## config.mk

```make
export PLATFORM = sky130hd
export DESIGN_NAME = float_cmp_pipe
export DESIGN_NICKNAME = d
export VERILOG_FILES = /design/src/rtl/float_cmp_pkg.sv /design/src/rtl/fp_mag_cmp.sv /design/src/rtl/float_cmp_pipe.sv
export SDC_FILE = /design/constraint.sdc
export NUM_CORES = 1
export LEC_CHECK = 0
export CAP_MARGIN = 30
export CORE_ASPECT_RATIO = 0.75
export CORE_UTILIZATION = 30
export DETAILED_ROUTE_END_ITERATION = 16
export GPL_ROUTABILITY_DRIVEN = 0
export GPL_TIMING_DRIVEN = 0
export PLACE_DENSITY = 0.55
export SYNTH_ARGS = -nofsm -noshare
export SYNTH_HDL_FRONTEND = slang
export SYNTH_SLANG_ARGS = --single-unit
```

## constraint.sdc

```tcl
create_clock -name clk -period 3 [get_ports clk]
set_clock_uncertainty 0.2 [all_clocks]
set_input_delay 0.75 -clock clk [delete_from_list [all_inputs] [get_ports clk]]
set_output_delay 0.75 -clock clk [all_outputs]
set_load 0.1 [all_outputs]
```

## src/rtl/float_cmp_pkg.sv

```systemverilog
// Shared mode encodings, relation bit positions and field-decode helpers
// for the pipelined sign-magnitude float comparator.
package float_cmp_pkg;

  typedef enum logic [1:0] {
    MODE_CMP  = 2'b00,
    MODE_MIN  = 2'b01,
    MODE_MAX  = 2'b10,
    MODE_RSVD = 2'b11
  } mode_e;

  localparam int AOPB_EQ = 2;
  localparam int AOPB_GT = 1;
  localparam int AOPB_LT = 0;

  // Callers zero-extend their exp/man fields to this width, so one helper
  // serves every EXP_W/MAN_W combination up to 32 bits per field.
  localparam int FIELD_W = 32;

  function automatic logic is_zero(input logic [FIELD_W-1:0] expField,
                                   input logic [FIELD_W-1:0] manField);
    return (expField == '0) && (manField == '0);
  endfunction

  function automatic logic is_nan(input logic [FIELD_W-1:0] expField,
                                  input logic [FIELD_W-1:0] manField,
                                  input int                 expW);
    logic [FIELD_W-1:0] allOnes;
    allOnes = (FIELD_W'(1) << expW) - FIELD_W'(1);
    return (expField == allOnes) && (manField != '0);
  endfunction

endpackage

```

## src/rtl/fp_mag_cmp.sv

```systemverilog
// Combinational unsigned comparator over the {exp,man} magnitude field.
module fp_mag_cmp #(
  parameter int MAG_W = 15
) (
  input  logic [MAG_W-1:0] a_i,
  input  logic [MAG_W-1:0] b_i,
  output logic             eq_o,
  output logic             gt_o,
  output logic             lt_o
);

  assign eq_o = (a_i == b_i);
  assign gt_o = (a_i > b_i);
  assign lt_o = (a_i < b_i);

endmodule

```

## src/rtl/float_cmp_pipe.sv

```systemverilog
// Two-stage valid/ready float comparator: S1 captures operands plus decoded
// flags and magnitude relation, S2 resolves the ordered relation and min/max.
module float_cmp_pipe #(
  parameter int EXP_W  = 4,
  parameter int MAN_W  = 11,
  parameter bit NAN_EN = 1'b1
) (
  input  logic                   clk,
  input  logic                   rst_n,
  input  logic                   in_valid,
  output logic                   in_ready,
  input  logic [EXP_W+MAN_W:0]   in_a,
  input  logic [EXP_W+MAN_W:0]   in_b,
  input  logic [1:0]             in_mode,
  output logic                   out_valid,
  input  logic                   out_ready,
  output logic [2:0]             out_aopb,
  output logic [EXP_W+MAN_W:0]   out_res,
  output logic                   out_unord
);

  import float_cmp_pkg::*;

  localparam int W     = 1 + EXP_W + MAN_W;
  localparam int MAG_W = EXP_W + MAN_W;

  typedef struct packed {
    logic [W-1:0] a;
    logic [W-1:0] b;
    mode_e        mode;
    logic         zeroA;
    logic         zeroB;
    logic         nanA;
    logic         nanB;
    logic         signDiff;
    logic         magEq;
    logic         magGt;
    logic         magLt;
  } s1_t;

  s1_t          s1In, s1_d, s1_q;
  logic         s1Valid_d, s1Valid_q;
  logic         outValid_d, outValid_q;
  logic [2:0]   aopb_d, aopb_q, relAopb;
  logic [W-1:0] res_d, res_q, relRes;
  logic         unord_d, unord_q, relUnord;
  logic         en1, en2;
  logic         magEq, magGt, magLt;

  // A stage may advance when it is empty or its downstream is advancing.
  assign en2      = !outValid_q || out_ready;
  assign en1      = !s1Valid_q || en2;
  assign in_ready = en1;

  fp_mag_cmp #(.MAG_W(MAG_W)) u_magCmp (
    .a_i  (in_a[MAG_W-1:0]),
    .b_i  (in_b[MAG_W-1:0]),
    .eq_o (magEq),
    .gt_o (magGt),
    .lt_o (magLt)
  );

  always_comb begin
    s1In          = '0;
    s1In.a        = in_a;
    s1In.b        = in_b;
    s1In.mode     = mode_e'(in_mode);
    s1In.zeroA    = is_zero(FIELD_W'(in_a[MAG_W-1:MAN_W]), FIELD_W'(in_a[MAN_W-1:0]));
    s1In.zeroB    = is_zero(FIELD_W'(in_b[MAG_W-1:MAN_W]), FIELD_W'(in_b[MAN_W-1:0]));
    s1In.nanA     = NAN_EN && is_nan(FIELD_W'(in_a[MAG_W-1:MAN_W]), FIELD_W'(in_a[MAN_W-1:0]), EXP_W);
    s1In.nanB     = NAN_EN && is_nan(FIELD_W'(in_b[MAG_W-1:MAN_W]), FIELD_W'(in_b[MAN_W-1:0]), EXP_W);
    s1In.signDiff = in_a[W-1] ^ in_b[W-1];
    s1In.magEq    = magEq;
    s1In.magGt    = magGt;
    s1In.magLt    = magLt;
  end

  always_comb begin
    s1Valid_d = s1Valid_q;
    s1_d      = s1_q;
    if (en1) s1Valid_d = in_valid;
    if (en1 && in_valid) s1_d = s1In;
  end

  // Negative operands reverse the magnitude order; any zero pair ties.
  always_comb begin
    relAopb  = '0;
    relUnord = s1_q.nanA || s1_q.nanB;
    relRes   = s1_q.a;
    if (relUnord) begin
      relAopb = '0;
    end else if (s1_q.zeroA && s1_q.zeroB) begin
      relAopb[AOPB_EQ] = 1'b1;
    end else if (s1_q.signDiff) begin
      if (s1_q.a[W-1]) relAopb[AOPB_LT] = 1'b1;
      else             relAopb[AOPB_GT] = 1'b1;
    end else if (!s1_q.a[W-1]) begin
      relAopb = {s1_q.magEq, s1_q.magGt, s1_q.magLt};
    end else begin
      relAopb = {s1_q.magEq, s1_q.magLt, s1_q.magGt};
    end
    case (s1_q.mode)
      MODE_MIN: if (relAopb[AOPB_GT]) relRes = s1_q.b;
      MODE_MAX: if (relAopb[AOPB_LT]) relRes = s1_q.b;
      default:  relRes = s1_q.a;
    endcase
  end

  always_comb begin
    outValid_d = outValid_q;
    aopb_d     = aopb_q;
    res_d      = res_q;
    unord_d    = unord_q;
    if (en2) outValid_d = s1Valid_q;
    if (en2 && s1Valid_q) begin
      aopb_d  = relAopb;
      res_d   = relRes;
      unord_d = relUnord;
    end
  end

  always_ff @(posedge clk or negedge rst_n) begin
    if (!rst_n) begin
      s1Valid_q  <= 1'b0;
      s1_q       <= '0;
      outValid_q <= 1'b0;
      aopb_q     <= '0;
      res_q      <= '0;
      unord_q    <= 1'b0;
    end else begin
      s1Valid_q  <= s1Valid_d;
      s1_q       <= s1_d;
      outValid_q <= outValid_d;
      aopb_q     <= aopb_d;
      res_q      <= res_d;
      unord_q    <= unord_d;
    end
  end

  assign out_valid = outValid_q;
  assign out_aopb  = aopb_q;
  assign out_res   = res_q;
  assign out_unord = unord_q;

endmodule

```

==> results.yml, run 1 <==
cts:
  tritoncts: "done"
  hold_buffers: 0
  cts_inserted_buffers: 9
  clk_pin_slew_ps: 50
  cts_num_sinks: 64
  ctsLongestPathBuffers: 2
  htree_num_levels: 3
  clock_latency_ps: 330
  cts_root_buffer: "clkbuf_16"
placed_design:
  io_buffers: 59
  dpl.hpwl_um: 7428
  placed_area_um2: 4413
  post-place-ws_ps: -552.5
final_layout:
  antenna_cells: 0
  register_area_um2: 1603
  fin_area_um2: 4681
  area_growth_pct: 29.45
  fill_cells: 1142
  utilization_pct: 40.16
  multi_input_area_um2: 1829
  drive_gt1_share_pct: 18.55
  nets: 467
floorplanning:
  rows: 34
  io_pins: 60
  dieWidth_um: 128.8
  coreArea_um2: 11660
  die_area_um2: 12500
  dieHeight_um: 97.08
  start_util_pct: 31.02
synth:
  syn_area_um2: 3616
  syn_nets: 397
  ys_seq_area_share_pct: 44.29
  synth_edf_count: 0
  synth_top_family_by_area: "multiplexers"
  synthXorXnorAreaFrac_pct: 0.2422
  synth.most_common_cell: "dfrtp_1"
  yosys_warnings: 0
  synth_ff_type: "dfrtp_1"
  synth_cell_types: 39
  yosys.area_share.simple_pct: 11.28
  synthMuxAreaShare_pct: 16.57
  synthArstFlopShare_pct: 100.0
  synth_compound_area_share_pct: 16.51
  synth_common_cells: "64 x dfrtp_1, 58 x nand2_1, 35 x mux2_2"
  synth_top_area_share_pct: 44.29
  syn_inst: 342
  synthAdderAreaFrac_pct: 5.882
  synth_top_area_cell: "dfrtp_1"
  avgSynthCellArea_um2: 10.57
  synth-seq-cells: 64
  synth_top_cells_by_area: "dfrtp_1 44%, mux2_2 11%, nand2_1 6.0%"
timing:
  post-route-worst-setup-slack_ps: 48.91
  timing.fmax_mhz: 338.9
  rsz0062_at_grt: "no"
  hold_viol: 0
  drv_slew: 0
  tightest_slew_ps: 974.5
  fin_crit_sh_pct: 98.37
  period_needed_ps: 2951
  finalSetupViolations: 0
  hold-worst-slack_ps: 275.8
  slew_headroom_pct: 34.83
pwr:
  netSwitchingFraction_pct: 42.62
  comb_power_share_pct: 43.4
  switchingPower_mw: 1.581
  p_per_area_nw_per_um2: 792.3
  p_leak_nw: 1.968
  p_total_mw: 3.709
  p_clk_share_pct: 25.7
  p_int_mw: 2.128
  ir_worst_vdd_mv: 0.4165
  seqPwrFrac_pct: 30.9
route:
  dr.first_iter.drc_count: 117
  wl_um: 10140
  vias_per_cell: 4.979
  drc_errors: 0
  avgRoutedWirePerCell_um: 17.56
  drtPass1Iterations: 4
  vias: 2873
  antenna_left: 0
worst_setup_path:
  path_max_fanout: 4
  rr_endpoint: "out_res[13]$_DFFE_PN0P_"
  cp_top_family: "buffers and inverters"
  cp-start-kind: "input port"
  cpMaxStageDelayCell: "clkdlybuf4s18_2"
  r2r-start: "s1_q[3]$_DFFE_PN0P_"
  startpoint: "out_ready"
  crit_cells: 3
  rrSetupSlack_ps: 470
  endpoint_kind: "output port"
  critPathKind: "input port to output port"
  cp-endpoint: "in_ready"
  reg2regPathDepth: 6
  worstPathRequired_ps: 2050
  cp_cell_sequence: "clkdlybuf4s50_1, nand3b_1, clkdlybuf4s18_2"
  crit_buf_inv: 2
  slowest_delay_ps: 580
  worst_ep_arrival_time_ps: 2000
global_routing:
  busiest_layer: "met2"
  grt_pass1_vias: 2976
  grt-ovfl-total: 0
  met3_usage_pct: 4.240
  track_usage_pct: 17.83
  met1_usage_pct: 25.73
  use_met2_pct: 26.20
  grt_pass1_wl_um: 16440
  antenna_found_initial: 0
  grt_max_degree: 65
outcome:
  status: "finished clean"
hold_path:
  hold_class: "register to register"
job:
  maxCapViolations: 0
worst min-delay path by stage:
stage                     slack [ps]                       to                     from  cells past startpoint
final                            280    out_unord$_DFFE_PN0P_    out_unord$_DFFE_PN0P_                      2
after floorplan                  250  out_aopb[0]$_DFFE_PN0P_                    rst_n                      0
after detailed placement         270  out_res[14]$_DFFE_PN0P_  out_res[14]$_DFFE_PN0P_                      2
after global routing             290    out_unord$_DFFE_PN0P_    out_unord$_DFFE_PN0P_                      2
after global placement           260    out_unord$_DFFE_PN0P_    out_unord$_DFFE_PN0P_                      2
after CTS                        290    out_unord$_DFFE_PN0P_    out_unord$_DFFE_PN0P_                      2
cell families after synthesis:
kind of cell	Yosys count
xor gates and xnor gates	1
DFF	64
adders and majority gates	17
muxes	53
AOI/OAI and AO/OA	75
and+or+nand+nor	91
buffers and inverters	41
cell type report:
cell class	instances	area share (%)
inverter	21	1.684
buffer	20	2.432
multi-input combinational	237	39.08
clock buffer	13	5.560
sequential	64	34.24
timing repair buffer	59	12.56
tap	162	4.330
clock inverter	1	0.1069
worst register-to-register path, delay by kind of cell, from the launching register on:
| family | cells | cell delay (ps) |
|---|---|---|
| AND/OR/NAND/NOR | 1 | 260 |
| multiplexers | 1 | 350 |
| AO/OA/AOI/OAI | 3 | 910 |
| buffers and inverters | 1 | 260 |
| flip-flops | 1 | 420 |
registers in the layout (all words and copies together) (netlist names):
| name | cells |
|---|---|
| s1_q | 42 |
| out_res | 16 |
| out_aopb | 3 |
| out_unord | 1 |
| out_valid | 1 |
| s1Valid_q | 1 |
repair_timing:
action                     4_1_cts  5_1_grt
pin swaps                        0        0
gates cloned                     0        0
hold endpoints to repair         0        0
setup endpoints to repair        1        4
buffers inserted                 0        0
gates resized for setup          3        4
power groups by stage:
stage	Combinational, mW	Sequential [mW]	Clock (mW)
floorplan	0.550	1.78	0
global placement	1.60	1.15	0
detailed placement	1.62	1.16	0
CTS	1.62	1.15	0.976
global route	1.70	1.17	1.01
finish	1.61	1.15	0.952
placed cells by master (no fill, tap or decap), types with 3 or more instances in the layout:
| master | synthesis | routed |
|---|---|---|
| a21oi_1 | 10 | 10 |
| a22oi_1 | 15 | 15 |
| buf_2 | 5 | 5 |
| clkbuf_1 | 10 | 10 |
| clkbuf_16 | 0 | 9 |
| clkbuf_2 | 0 | 3 |
| clkbuf_8 | 1 | 3 |
| clkdlybuf4s50_1 | 0 | 57 |
| dfrtp_1 | 64 | 63 |
| ha_1 | 17 | 17 |
| inv_1 | 21 | 21 |
| mux2_1 | 16 | 16 |
| mux2_2 | 35 | 35 |
| nand2_1 | 58 | 57 |
| nand2b_1 | 4 | 4 |
| nand3_1 | 3 | 3 |
| nand4_1 | 3 | 3 |
| nor2_1 | 7 | 7 |
| nor4_1 | 9 | 9 |
| o21ai_0 | 22 | 22 |
| o221ai_1 | 7 | 7 |
| o221ai_2 | 8 | 8 |
layer usage:
metal	share of wire, %	up-vias
li1	-	1383
met1	51	1409
met2	43	73
met3	5.1	8
met4	1.0	0
met5	0	-
stage by stage:
step                      instances  setup TNS, ps
final                           577              0
after global routing            577              0
after CTS                       577              0
after detailed placement        563          -1471
after global placement          563         -82120
after floorplan                 342              0
No activity file was read; power rests on OpenSTA's default activity.
==> run 2, diff against run 1 <==
==> constraint.sdc (replaced) <==
create_clock -name clk -period 3 [get_ports clk]
set_clock_uncertainty 0.2 [all_clocks]
set_input_delay 0.6 -clock clk [delete_from_list [all_inputs] [get_ports clk]]
set_output_delay 0.6 -clock clk [all_outputs]
set_load 0.1 [all_outputs]
==> run 2 against run 1 <==
  * Via count grew 1.6%
  * Cell count grew 0.35%
  * Maximum frequency grew 0.55%
  * Critical endpoint unchanged
==> results.yml, run 2 (synthesis gave the netlist of run 1 again) <==
cts:
  tritoncts: "done"
  hold_buffers: 0
  ctsLongestPathBuffers: 2
  cts_num_sinks: 64
  clk_pin_slew_ps: 50
  cts_root_buffer: "clkbuf_16"
  postCtsSetupRepairBufs: 0
  clock_latency_ps: 330
  htree_num_levels: 3
  cts_inserted_buffers: 9
final_layout:
  antenna_cells: 0
  utilization_pct: 40.15
  fin_cells: 579
  final_cell_mix: "63 x dfrtp_1, 57 x nand2_1, 57 x clkdlybuf4s50_1, 35 x mux2_2, 22 x o21ai_0"
  area_growth_pct: 29.41
  register_area_um2: 1605
  largest_reg_flops: 42
  fill_cells: 1177
  drive_gt1_share_pct: 17.99
  multi_input_area_um2: 1828
  nets: 467
  final_common_cell: "dfrtp_1"
  largest_register: "s1_q"
floorplanning:
  dieWidth_um: 128.8
  start_util_pct: 31.02
  io_pins: 60
  die_area_um2: 12500
  dieHeight_um: 97.08
  coreArea_um2: 11660
  rows: 34
timing:
  hold-worst-slack_ps: 166.5
  rsz0062_at_grt: "no"
  slew_headroom_pct: 34.96
  finalSetupViolations: 0
  drv_slew: 0
  tightest_slew_ps: 972.6
  fin_crit_sh_pct: 97.83
  timing.fmax_mhz: 340.7
  period_needed_ps: 2935
  hold_viol: 0
global_routing:
  antenna_found_initial: 0
  grt-ovfl-total: 0
  grt_pass1_vias: 2818
  grt_pass1_wl_um: 16010
  track_usage_pct: 17.29
  grt_max_degree: 65
pwr:
  ir_worst_vdd_mv: 0.3631
  p_per_area_nw_per_um2: 790.0
  p_leak_nw: 1.964
worst_setup_path:
  cp-start-kind: "input port"
  rr_endpoint: "out_res[5]$_DFFE_PN0P_"
  endpoint_kind: "output port"
  reg2regPathDepth: 7
  critPathKind: "input port to output port"
  worst_ep_arrival_time_ps: 2140
  r2r-start: "s1_q[8]$_DFFE_PN0P_"
  worstPathRequired_ps: 2200
  startpoint: "out_ready"
  path_max_fanout: 4
  rrSetupSlack_ps: 250
  cp-endpoint: "in_ready"
route:
  drtPass1Iterations: 4
  antenna_left: 0
  avgRoutedWirePerCell_um: 17.28
  dr.first_iter.drc_count: 133
  wl_um: 10010
  drc_errors: 0
  vias_per_cell: 5.041
  vias: 2919
job:
  maxCapViolations: 0
placed_design:
  dp_cells: 563
  dpl.hpwl_um: 7357
  io_buffers: 59
hold_path:
  hold_class: "input port to async pin"
outcome:
  status: "finished clean"
run 2: what timing repair did:
| action | CTS | global route |
|---|---|---|
| gates cloned | 0 | 0 |
| endpoints found under the setup margin | 1 | 1 |
| pin swaps | 0 | 0 |
| gates resized for setup | 1 | 1 |
run 2: area by class of cell:
cell class / count / share of cell area (%)
multi-input cells: 237 / 39.06
flip-flops and latches: 64 / 34.30
repair buffers: 59 / 12.57
clock buffers: 12 / 5.267
well taps: 162 / 4.332
plain buffers: 20 / 2.353
inverters: 21 / 1.684
clock inverters: 4 / 0.4278
run 2: worst min-delay path by stage:
stage	startpoint	to	slack (ps)	cells after the start
after global routing	rst_n	s1_q[41]$_DFFE_PN0P_	240	1
final	rst_n	s1Valid_q$_DFFE_PN0N_	170	1
after floorplan	rst_n	out_aopb[0]$_DFFE_PN0P_	100	0
after CTS	rst_n	out_res[10]$_DFFE_PN0P_	210	1
after detailed placement	s1Valid_q$_DFFE_PN0N_	out_valid$_DFFE_PN0P_	270	1
after global placement	s1_q[2]$_DFFE_PN0P_	s1_q[2]$_DFFE_PN0P_	260	1
run 2: critical path, cell delays in order:
cell and delay [ps]:
clkdlybuf4s50_1 470, nand3b_1 200, clkdlybuf4s15_1 850
run 2: through the flow:
| stage | cell area, um2 | TNS, ps | total power, mW | setup WS, ps |
|---|---|---|---|---|
| 2_1_floorplan | 3622 | 0 | 2.329 | 49.57 |
| 3_3_place_gp | 4415 | -72150 | 2.750 | -1566 |
| 3_5_place_dp | 4413 | -453.2 | 2.769 | -257.8 |
| 4_1_cts | 4678 | 0 | 3.723 | 32.19 |
| 5_1_grt | 4679 | 0 | 3.869 | 10.39 |
| 6_report | 4679 | 0 | 3.697 | 64.96 |
run 2: report_power, final:
group,switching (mW),leakage (nW),total (mW),internal [mW]
combinational,1.09,1.04,1.60,0.506
clock,0.373,0.136,0.949,0.576
sequential,0.121,0.785,1.15,1.03
total,1.59,1.96,3.70,2.11
run 2: metal layers:
| metal | part of all wire [%] | track usage [%] | up-vias |
|---|---|---|---|
| met1 | 52 | 26.29 | 1441 |
| met4 | 0.98 | 3.258 | 0 |
| met2 | 41 | 23.58 | 88 |
| met3 | 6.4 | 5.617 | 7 |
| li1 | - | - | 1383 |
| met5 | 0 | 0 | - |
==> run 3, diff against run 2 <==
PLACE_DENSITY = unset   (was 0.55)
PLACE_DENSITY_LB_ADDON = 0.1   (was unset)
==> run 3 against run 2 <==
  * First-iteration DRC count rose by 9.8%
  * Flip-flop and latch count is the same
  * Global-route usage rose by 0.92 points
  * Critical path depth stayed put
  * Die area unchanged
  * Sequential power hardly changed
==> results.yml, run 3 (synthesis gave the netlist of run 1 again) <==
floorplanning:
  die_area_um2: 12500
  dieHeight_um: 97.08
  coreArea_um2: 11660
  rows: 34
  io_pins: 60
  start_util_pct: 31.02
  dieWidth_um: 128.8
worst_setup_path:
  slowest_delay_ps: 860
  crit_buf_inv: 2
  path_max_fanout: 4
  worstPathRequired_ps: 2200
  cp_top_family: "buffers and inverters"
  cp-start-kind: "input port"
  cp_cell_sequence: "clkdlybuf4s50_1, nand3b_1, clkdlybuf4s15_1"
  critPathKind: "input port to output port"
  endpoint_kind: "output port"
  worst_ep_arrival_time_ps: 2130
  cpMaxStageDelayCell: "clkdlybuf4s15_1"
pwr:
  netSwitchingFraction_pct: 42.35
  switchingPower_mw: 1.581
  seqPwrFrac_pct: 30.6
  comb_power_share_pct: 43.1
  p_leak_nw: 1.965
  p_clk_share_pct: 26.3
  p_total_mw: 3.733
  ir_worst_vdd_mv: 0.3904
  p_per_area_nw_per_um2: 796.3
  p_int_mw: 2.152
final_layout:
  fin_cells: 577
  drive_gt1_share_pct: 17.83
  nets: 467
  largest_register: "s1_q"
  final_common_cell: "dfrtp_1"
  antenna_cells: 0
  area_growth_pct: 29.65
  final_cell_mix: "63 x dfrtp_1, 57 x nand2_1, 57 x clkdlybuf4s50_1, 35 x mux2_2, 22 x o21ai_0"
  utilization_pct: 40.22
  largest_reg_flops: 42
placed_design:
  io_buffers: 59
  dpl.hpwl_um: 7561
  dp_cells: 563
job:
  maxCapViolations: 0
timing:
  fin_crit_sh_pct: 97.51
  hold_viol: 0
  rsz0062_at_grt: "no"
  tightest_slew_ps: 979.9
  timing.fmax_mhz: 341.9
  finalSetupViolations: 0
  period_needed_ps: 2925
  drv_slew: 0
  fin_tns_setup_ps: 0
  slew_headroom_pct: 34.47
route:
  wl_met2_um: 4314
  vias_per_cell: 4.920
  wl_um: 10380
  drc_errors: 0
  drtPass1Iterations: 4
  met1_length_um: 5605
  route.met3.wl_um: 301
  dr.first_iter.drc_count: 146
  vias: 2839
  antenna_left: 0
  top_layer: "met4"
  avgRoutedWirePerCell_um: 17.99
global_routing:
  grt_pass1_wl_um: 16770
  grt_pass1_vias: 2941
  antenna_found_initial: 0
  grt_max_degree: 65
  grt-ovfl-total: 0
  track_usage_pct: 18.20
cts:
  postCtsSetupRepairBufs: 0
  ctsLongestPathBuffers: 2
  cts_inserted_buffers: 9
  clk_pin_slew_ps: 50
  htree_num_levels: 3
  cts_num_sinks: 64
  clock_latency_ps: 330
  tritoncts: "done"
  cts_root_buffer: "clkbuf_16"
hold_path:
  hold_class: "input port to async pin"
outcome:
  status: "finished clean"
[run 3: cell count changes in the layout (fill, tap and decap cells not counted), sizes merged]
cell / before / now
clkbuf: 24 / 27
buf: 9 / 8
clkinv: 4 / 0
[run 3: final cells by class]
type / count / area [um2]
sequential: 64 / 1605
multi-input combinational: 237 / 1828
buffer: 20 / 111.4
timing repair buffer: 59 / 588.1
tap: 162 / 202.7
clock buffer: 14 / 274.0
fill: 1178 / 6968
inverter: 21 / 78.83
[run 3: metrics by stage]
step	hold WS, ps	instance area (um2)	setup WS, ps
floorplan	104.4	3622	49.57
global placement	265.0	4415	-1762
detailed placement	271.5	4413	-256.5
CTS	224.0	4686	38.15
global route	260.7	4688	16.76
finish	192.6	4688	74.80
[run 3: metal layers]
metal / global-route usage [%] / vias up
li1: - / 1377
met1: 26.56 / 1396
met2: 26.40 / 51
met3: 3.689 / 15
met4: 6.425 / 0
met5: 0 / -
[run 3: power groups by stage]
| stage | clock [mW] | combinational (mW) | sequential, mW |
|---|---|---|---|
| global route | 1.03 | 1.71 | 1.17 |
| global placement | 0 | 1.62 | 1.15 |
| floorplan | 0 | 0.550 | 1.78 |
| detailed placement | 0 | 1.62 | 1.15 |
| finish | 0.981 | 1.61 | 1.14 |
| CTS | 1.01 | 1.62 | 1.14 |
[run 3: path summary, 6_finish.rpt]
check,start,endpoint,slack (ps),cells past startpoint
worst max-delay path,out_ready,in_ready,70,3
worst min-delay path,rst_n,out_valid$_DFFE_PN0P_,190,1
worst max register to register,s1_q[3]$_DFFE_PN0P_,out_res[13]$_DFFE_PN0P_,470,6
worst min register to register,out_unord$_DFFE_PN0P_,out_unord$_DFFE_PN0P_,270,2
max in group asynchronous,rst_n,out_valid$_DFFE_PN0P_,1780,1
min in group clk,out_unord$_DFFE_PN0P_,out_unord$_DFFE_PN0P_,270,2
[run 3: repair_timing]
| item | in CTS | in global routing |
|---|---|---|
| hold buffers | 0 | 0 |
| endpoints found under the hold margin | 0 | 0 |
| resized for setup | 1 | 3 |
| setup endpoints to repair | 1 | 7 |
